<file path="config.mk">
export PLATFORM = sky130hd
export DESIGN_NAME = fetch_queue
export DESIGN_NICKNAME = d
export VERILOG_FILES = /design/src/rtl/fetch_queue.sv
export SDC_FILE = /design/constraint.sdc
export NUM_CORES = 1
export LEC_CHECK = 0
export CAP_MARGIN = 10
export CORE_UTILIZATION = 47
export DETAILED_ROUTE_END_ITERATION = 8
export PLACE_DENSITY = 0.77
export SKIP_LAST_GASP = 1
export SLEW_MARGIN = 20
export SYNTH_ARGS = -nofsm -noshare
export SYNTH_HDL_FRONTEND = slang
export SYNTH_SLANG_ARGS = --single-unit
export TNS_END_PERCENT = 50
</file>
<file path="constraint.sdc">
create_clock -name Clk -period 5 [get_ports Clk]
set_input_delay 1.5 -clock Clk [delete_from_list [all_inputs] [get_ports Clk]]
set_output_delay 1.5 -clock Clk [all_outputs]
set_load 0.02 [all_outputs]
</file>
<file path="src/rtl/fetch_queue.sv">
// fetch_queue: instruction-fetch stage between the PC register and decode.
// Issues the current PC to instruction memory when a queue slot is free, advances the PC
// only on an accepted fetch or a redirect, and returns responses to decode in order,
// paired with their PC. A Flush squashes every queued entry, and responses still due
// from squashed fetches are discarded when they arrive.
// Build option: define FETCH_BYPASS_EN to forward a response straight to decode in the
// cycle it fills the head entry (1-cycle best-case latency instead of 2).
module fetch_queue #(
  parameter int unsigned DEPTH = 2
) (
  input  logic        Clk,
  input  logic        Reset,
  input  logic [31:0] pc_in,
  output logic        pc_enable,
  input  logic        Flush,
  output logic        imem_req_valid,
  output logic [31:0] imem_req_addr,
  input  logic        imem_req_ready,
  input  logic        imem_resp_valid,
  input  logic [31:0] imem_resp_data,
  output logic        id_valid,
  output logic [31:0] id_pc,
  output logic [31:0] id_instr,
  input  logic        id_ready
);

  localparam int unsigned PtrW = (DEPTH > 1) ? $clog2(DEPTH) : 1;
  localparam int unsigned CntW = $clog2(DEPTH + 1);
  localparam logic [CntW-1:0] DepthCnt = CntW'(DEPTH);
  localparam logic [31:0] Nop = 32'h0000_0013;

  logic [31:0]      pc_q    [DEPTH];
  logic [31:0]      instr_q [DEPTH];
  logic [DEPTH-1:0] filled_q;

  logic [PtrW-1:0] alloc_ptr_q, fill_ptr_q, head_ptr_q;
  logic [CntW-1:0] alloc_cnt_q, unfilled_cnt_q, drop_cnt_q;

  logic            fire, pop, resp_fill, resp_drop, head_ready, bypass, fill_write;
  logic [CntW-1:0] pending_cnt, flush_drop;

  // Decode this cycle's events and drive the combinational outputs
  always_comb begin
    resp_drop  = imem_resp_valid & (drop_cnt_q != '0);
    // A response with nothing unfilled is a protocol error and is ignored
    resp_fill  = imem_resp_valid & (drop_cnt_q == '0) & (unfilled_cnt_q != '0);
    head_ready = filled_q[head_ptr_q] & (alloc_cnt_q != '0);
`ifdef FETCH_BYPASS_EN
    // fill == head with something unfilled means the head itself is being filled now
    bypass     = resp_fill & (fill_ptr_q == head_ptr_q);
`else
    bypass     = 1'b0;
`endif
    id_valid   = !Reset & !Flush & (head_ready | bypass);
    pop        = id_valid & id_ready;
    // A slot freed by decode this cycle can be reused at once, so a full queue keeps
    // streaming one instruction per cycle
    imem_req_valid = !Reset & !Flush & (drop_cnt_q == '0) & ((alloc_cnt_q < DepthCnt) | pop);
    fire          = imem_req_valid & imem_req_ready;
    pc_enable     = !Reset & (fire | Flush);
    imem_req_addr = pc_in;

    if (id_valid) begin
      id_pc    = pc_q[head_ptr_q];
      id_instr = head_ready ? instr_q[head_ptr_q] : imem_resp_data;
    end else begin
      id_pc    = 32'h0;
      id_instr = Nop;
    end

    // An entry popped in the same cycle it is filled is simply freed
    fill_write = resp_fill & !(bypass & pop);

    // Squashed responses still due: earlier drops plus every unfilled entry, less one
    // for a response landing in the flush cycle (it is discarded too)
    pending_cnt = drop_cnt_q + unfilled_cnt_q;
    flush_drop  = (imem_resp_valid && (pending_cnt != '0)) ? pending_cnt - CntW'(1) : pending_cnt;
  end

  // Queue state: Reset wins over Flush, Flush wins over fetch, fill and pop
  always_ff @(posedge Clk) begin
    if (Reset) begin
      alloc_ptr_q    <= '0;
      fill_ptr_q     <= '0;
      head_ptr_q     <= '0;
      alloc_cnt_q    <= '0;
      unfilled_cnt_q <= '0;
      drop_cnt_q     <= '0;
      filled_q       <= '0;
    end else if (Flush) begin
      alloc_ptr_q    <= '0;
      fill_ptr_q     <= '0;
      head_ptr_q     <= '0;
      alloc_cnt_q    <= '0;
      unfilled_cnt_q <= '0;
      drop_cnt_q     <= flush_drop;
      filled_q       <= '0;
    end else begin
      if (fire) begin
        pc_q[alloc_ptr_q]     <= pc_in;
        filled_q[alloc_ptr_q] <= 1'b0;
        alloc_ptr_q           <= alloc_ptr_q + PtrW'(1);
      end
      if (resp_drop) begin
        drop_cnt_q <= drop_cnt_q - CntW'(1);
      end
      if (resp_fill) begin
        fill_ptr_q <= fill_ptr_q + PtrW'(1);
      end
      if (fill_write) begin
        instr_q[fill_ptr_q]  <= imem_resp_data;
        filled_q[fill_ptr_q] <= 1'b1;
      end
      if (pop) begin
        filled_q[head_ptr_q] <= 1'b0;
        head_ptr_q           <= head_ptr_q + PtrW'(1);
      end
      alloc_cnt_q    <= alloc_cnt_q + CntW'(fire) - CntW'(pop);
      unfilled_cnt_q <= unfilled_cnt_q + CntW'(fire) - CntW'(resp_fill);
    end
  end

endmodule
</file>
* Yosys cells after proc, flatten, opt, wreduce, memory -nomap -nowiden
Memories as Yosys holds them, arrays and structs flattened. A register that Yosys moved wholly into a read port is not among the register bits.
Cells that the tools add are included.
** Storage, ports and cells
- Memories :: 2
- Memory bits (writable) :: 128
- Flip-flop bits (word level) :: 11
- Output and inout bits :: 99
** Operators by class
- Add/subtract/negate cells :: 10
- $lt $le $gt $ge :: 7
- Bitwise logic cells :: 18
- Muxes and demuxes :: 33
- Reduce and logical (&&, ||, !) cells :: 13
** Memory list
- instr_q :: words 2, width 32, read ports 1, clocked after Yosys merged registers in 1, wr ports 1, RTL line 33 : logic [31:0] instr_q [DEPTH];
- pc_q :: words 2, width 32, read ports 1, clocked after Yosys merged registers in 1, wr ports 1, RTL line 32 : logic [31:0] pc_q [DEPTH];
** Operators with widths (count)
- two-way mux 32 bit :: 3
- two-way mux 2 bit :: 10
- two-way mux 1 bit :: 17
- AND 1 bit :: 11
- nonzero test 2 bit :: 5
- less-than comparator 1 x 2 -> 1 bit, second input constant :: 3
- adder 2 x 1 -> 2 bit :: 2
- AND 2 bit :: 2
- logical AND 1 bit :: 4
- NOT 2 bit :: 2
- subtractor 2 x 1 -> 2 bit :: 2
- subtractor 2 x 1 -> 2 bit, second input constant :: 2
- adder 1 bit, second input constant :: 3
- demux 1 bit (select 1 bit) :: 3
- >= comparator 1 bit, second input constant :: 3
- adder 2 bit :: 1
- zero test 1 bit :: 2
- zero test 2 bit :: 1
- less-than comparator 2 bit, second input constant :: 1
- OR 1 bit :: 2
- OR 2 bit :: 1
- OR reduction 2 bit :: 1

* Logic depth before layout (Yosys ltp)
- Word-level depth :: 17
- Gate-level depth with buffers :: 11

* Least setup slack after synthesis
No wires, ideal clock.
- Path type :: input port to flip-flop
- Start point :: input Reset
- End point :: memory instr_q[0][0] (enable)
- Library setup time :: 0.461 ns
- Cell stages on the path :: 2
- Buffers on the path :: 0
- Arrival time :: 4.074 ns
- Setup slack :: 0.465 ns
- Path through :: or2_2 > nor3_1
** On the way
- Cells in the longest elaborated chain, start to end :: 2
** Ends and longest elaborated chain
- from (decl) :: RTL line 12 : input logic Reset,
- two-way mux 1 bit :: RTL line 82 : if (Reset) begin
- two-way mux 1 bit (not written as such) :: RTL line 111 : instr_q[fill_ptr_q] <= imem_resp_data;
- to (decl) :: RTL line 33
Every way passes these cells.

* Worst setup path in the final report
- Start point :: input Reset
- End point :: output id_pc[17]
** On the way
- Cells in the longest elaborated chain, start to end :: 4
** Ends and longest elaborated chain
- zero test 1 bit :: RTL line 54 : id_valid = !Reset & !Flush & (head_ready | bypass);
- AND 1 bit (2 in series) :: RTL line 54
- two-way mux 32 bit :: RTL line 63 : if (id_valid) begin
- to (decl) :: RTL line 22 : output logic [31:0] id_pc,
Every way passes these cells.

==> results.json <==
{
  "max_freq_ghz": 0.206,
  "dieArea_sq_mm": 0.0127,
  "status": "finished, final reports clean",
  "dp.final_hpwl_microns": 7150,
  "cts_root_buf": "clkbuf_16",
  "rows": 40,
  "synth-seq-cells": 140,
  "yosys.area.top_type": "edfxtp_1",
  "seq_area_frac_synth": 0.709,
  "path_class": "primary input to primary output",
  "drt-initial-drc-count": 86,
  "core_sq_mm": 0.0120,
  "die_x_microns": 113,
  "crit_arrival_ns": 3.34,
  "leakage_uw": 0.00269,
  "cts_hold_repair.buffers": 0,
  "syn_area_per_cell_sq_um": 14.9,
  "cap_violations": 0,
  "grt_pass1_vias": 3508,
  "io_pins": 169,
  "n_antenna_cell": 0,
  "synth.most_common_cell": "edfxtp_1",
  "clockBufferDepth": 2,
  "start_util": 0.482,
  "rsz0062_at_grt": "false",
  "cts-htree-levels": 4,
  "synthCells": 386,
  "cts_tree": "done",
  "r2r_slack_ns": 2.61,
  "drc": 0,
  "synthesis.nets": 463,
  "worstHoldEndpoint": "filled_q[1]",
  "nets": 612,
  "rr_endpoint": "pc_q[0][27]",
  "worstSetupEndpointType": "primary output",
  "drt_pre_antenna_iters": 6,
  "via_count": 3425,
  "reg2reg_depth": 6,
  "port_buffers": 168,
  "required_ns": 3.50,
  "synth_edf_count": 128,
  "via_per_inst": 4.93,
  "synth_top_area_frac": 0.667,
  "fin_tns_setup_ns": 0,
  "cts.clk_slew.worst_paths_ns": 0.06,
  "gp_congestion": 0.741,
  "reg2reg_from": "drop_cnt_q[1]",
  "power_density_mw_per_mm2": 346,
  "worstHoldStart": "filled_q[1]",
  "antenna_found_initial": 1,
  "slew_viol_final": 0,
  "skew_ns": 0.00669,
  "ant_nets": 0,
  "max_stage_delay_ns": 0.64,
  "crit_slowest_cell": "clkdlybuf4s50_1",
  "max_slew_margin": 0.360,
  "synth-async-reset-ratio": 0,
  "grt.overflow.total": 0,
  "clock_sinks": 140,
  "finalCritPeriodShare": 0.969,
  "drive_above_1_share": 0.0894,
  "hold_viol_final": 0,
  "worst_pin_slew_ns": 0.957,
  "ys_top_cells_by_count": "edfxtp_1, nor2_1, mux2i_1",
  "wl_per_cell_microns": 15.6,
  "cts_resized": 0,
  "area_delta_synth_final_pct": 39.8,
  "track_usage": 0.179,
  "crit_chain": "clkdlybuf4s50_1, nor2_1, nand3_2, buf_12, nor2_1, clkdlybuf4s50_1",
  "netlist_area_sq_mm": 0.00576,
  "final_util": 0.673,
  "grt_first_pass_wirelength_microns": 17200,
  "setup_violations": 0,
  "synthFlopType": "edfxtp_1",
  "ir_worst_vdd_v": 0.000186,
  "drt_wl_total_microns": 10800,
  "crit_path_start_kind": "primary input",
  "insertion_delay_ns": 0.40,
  "cts-buffers-inserted": 17,
  "synth.area.top_cells": "edfxtp_1, mux2i_1, nor2_1, dfxtp_1, buf_4",
  "hold_depth": 2,
  "grt_max_degree": 65,
  "postCtsSetupBuffers": 0,
  "finalCriticalPeriod_ns": 4.84,
  "die_h_microns": 113,
  "yosysWarnings": 0,
  "hold_class": "flip-flop to flip-flop",
  "synth_cell_type_count": 31,
  "cp_max_fo": 62
}
==> power by group <==
part           total [uW]  switching (uW)  internal (uW)
registers            1300            5.35           1290
logic                 168            73.8           93.8
clock network        1320             475            844
total                2780             554           2230
==> sequential cells by signal, summed over array words and instances, names as in the netlist, named ones only <==
register	flops
alloc_cnt_q	2
alloc_ptr_q	1
drop_cnt_q	2
fill_ptr_q	1
filled_q	2
head_ptr_q	1
instr_q	64
pc_q	64
unfilled_cnt_q	2
==> layout make-up <==
| type | instances | area, sq um |
|---|---|---|
| timing repair buffer | 176 | 1770 |
| sequential | 140 | 4090 |
| fill | 856 | 3910 |
| clock buffer | 17 | 425 |
| clock inverter | 15 | 209 |
| multi-input combinational | 192 | 1350 |
| inverter | 8 | 30.0 |
| tap | 147 | 184 |
==> cells in the final DEF, fill, tap and decap left out, types with 2 or more instances in the layout <==
cell type / Yosys / routed
a211oi_1: 2 / 2
a21oi_1: 2 / 2
and2_1: 2 / 2
and3_1: 5 / 5
buf_12: 0 / 2
buf_4: 32 / 6
bufinv_16: 0 / 4
clkbuf_16: 0 / 17
clkdlybuf4s50_1: 0 / 168
clkinv_1: 0 / 2
clkinv_4: 0 / 4
dfxtp_1: 12 / 11
edfxtp_1: 128 / 128
ha_1: 7 / 7
inv_1: 8 / 8
inv_6: 0 / 4
mux2_2: 2 / 2
mux2i_1: 65 / 65
nand2_1: 8 / 8
nand2b_1: 2 / 2
nand3_1: 2 / 2
nor2_1: 73 / 72
or2_2: 2 / 2
xnor2_1: 7 / 7
xor2_1: 2 / 2
==> critical path, delay by kind of cell <==
family,cells,cell delay (ns)
buffers and inverters,3,1.27
and+or+nand+nor,3,0.56
==> cell families after synthesis <==
| logic type | share of synthesized area |
|---|---|
| flops | 0.709 |
| simple gates | 0.0717 |
| mux | 0.117 |
| buf+inv | 0.0588 |
| compound gates | 0.0150 |
| xor+xnor | 0.0137 |
| fa+ha+maj | 0.0152 |
==> per-stage QoR <==
step | cells | setup slack (ns) | hold slack (ns) | total power [uW] | area [sq um]
6_report | 695 | 0.156 | 0.555 | 2780 | 8050
5_1_grt | 695 | 0.0475 | 0.596 | 2870 | 8050
4_1_cts | 694 | 0.109 | 0.550 | 2810 | 8030
3_5_place_dp | 662 | 0.109 | 0.539 | 1490 | 7400
3_3_place_gp | 662 | 0.214 | 0.531 | 1480 | 7400
2_1_floorplan | 386 | 0.465 | 0.495 | 1400 | 5760
==> how the worst max path moves through the flow <==
stage | from | slack, ns | end
floorplan | Reset | 0.46 | instr_q[0][0]
global placement | Reset | 0.21 | id_pc[17]
detailed placement | Reset | 0.11 | id_pc[17]
CTS | Reset | 0.11 | id_pc[17]
global route | Reset | 0.05 | id_pc[17]
finish | Reset | 0.16 | id_pc[17]
==> layer usage <==
metal  track usage  wire length (microns)
met5             0                     13
met4        0.0702                    138
met3        0.0423                    512
met2         0.314                   5690
met1         0.214                   4490
Power figures use the tool's default switching activity.
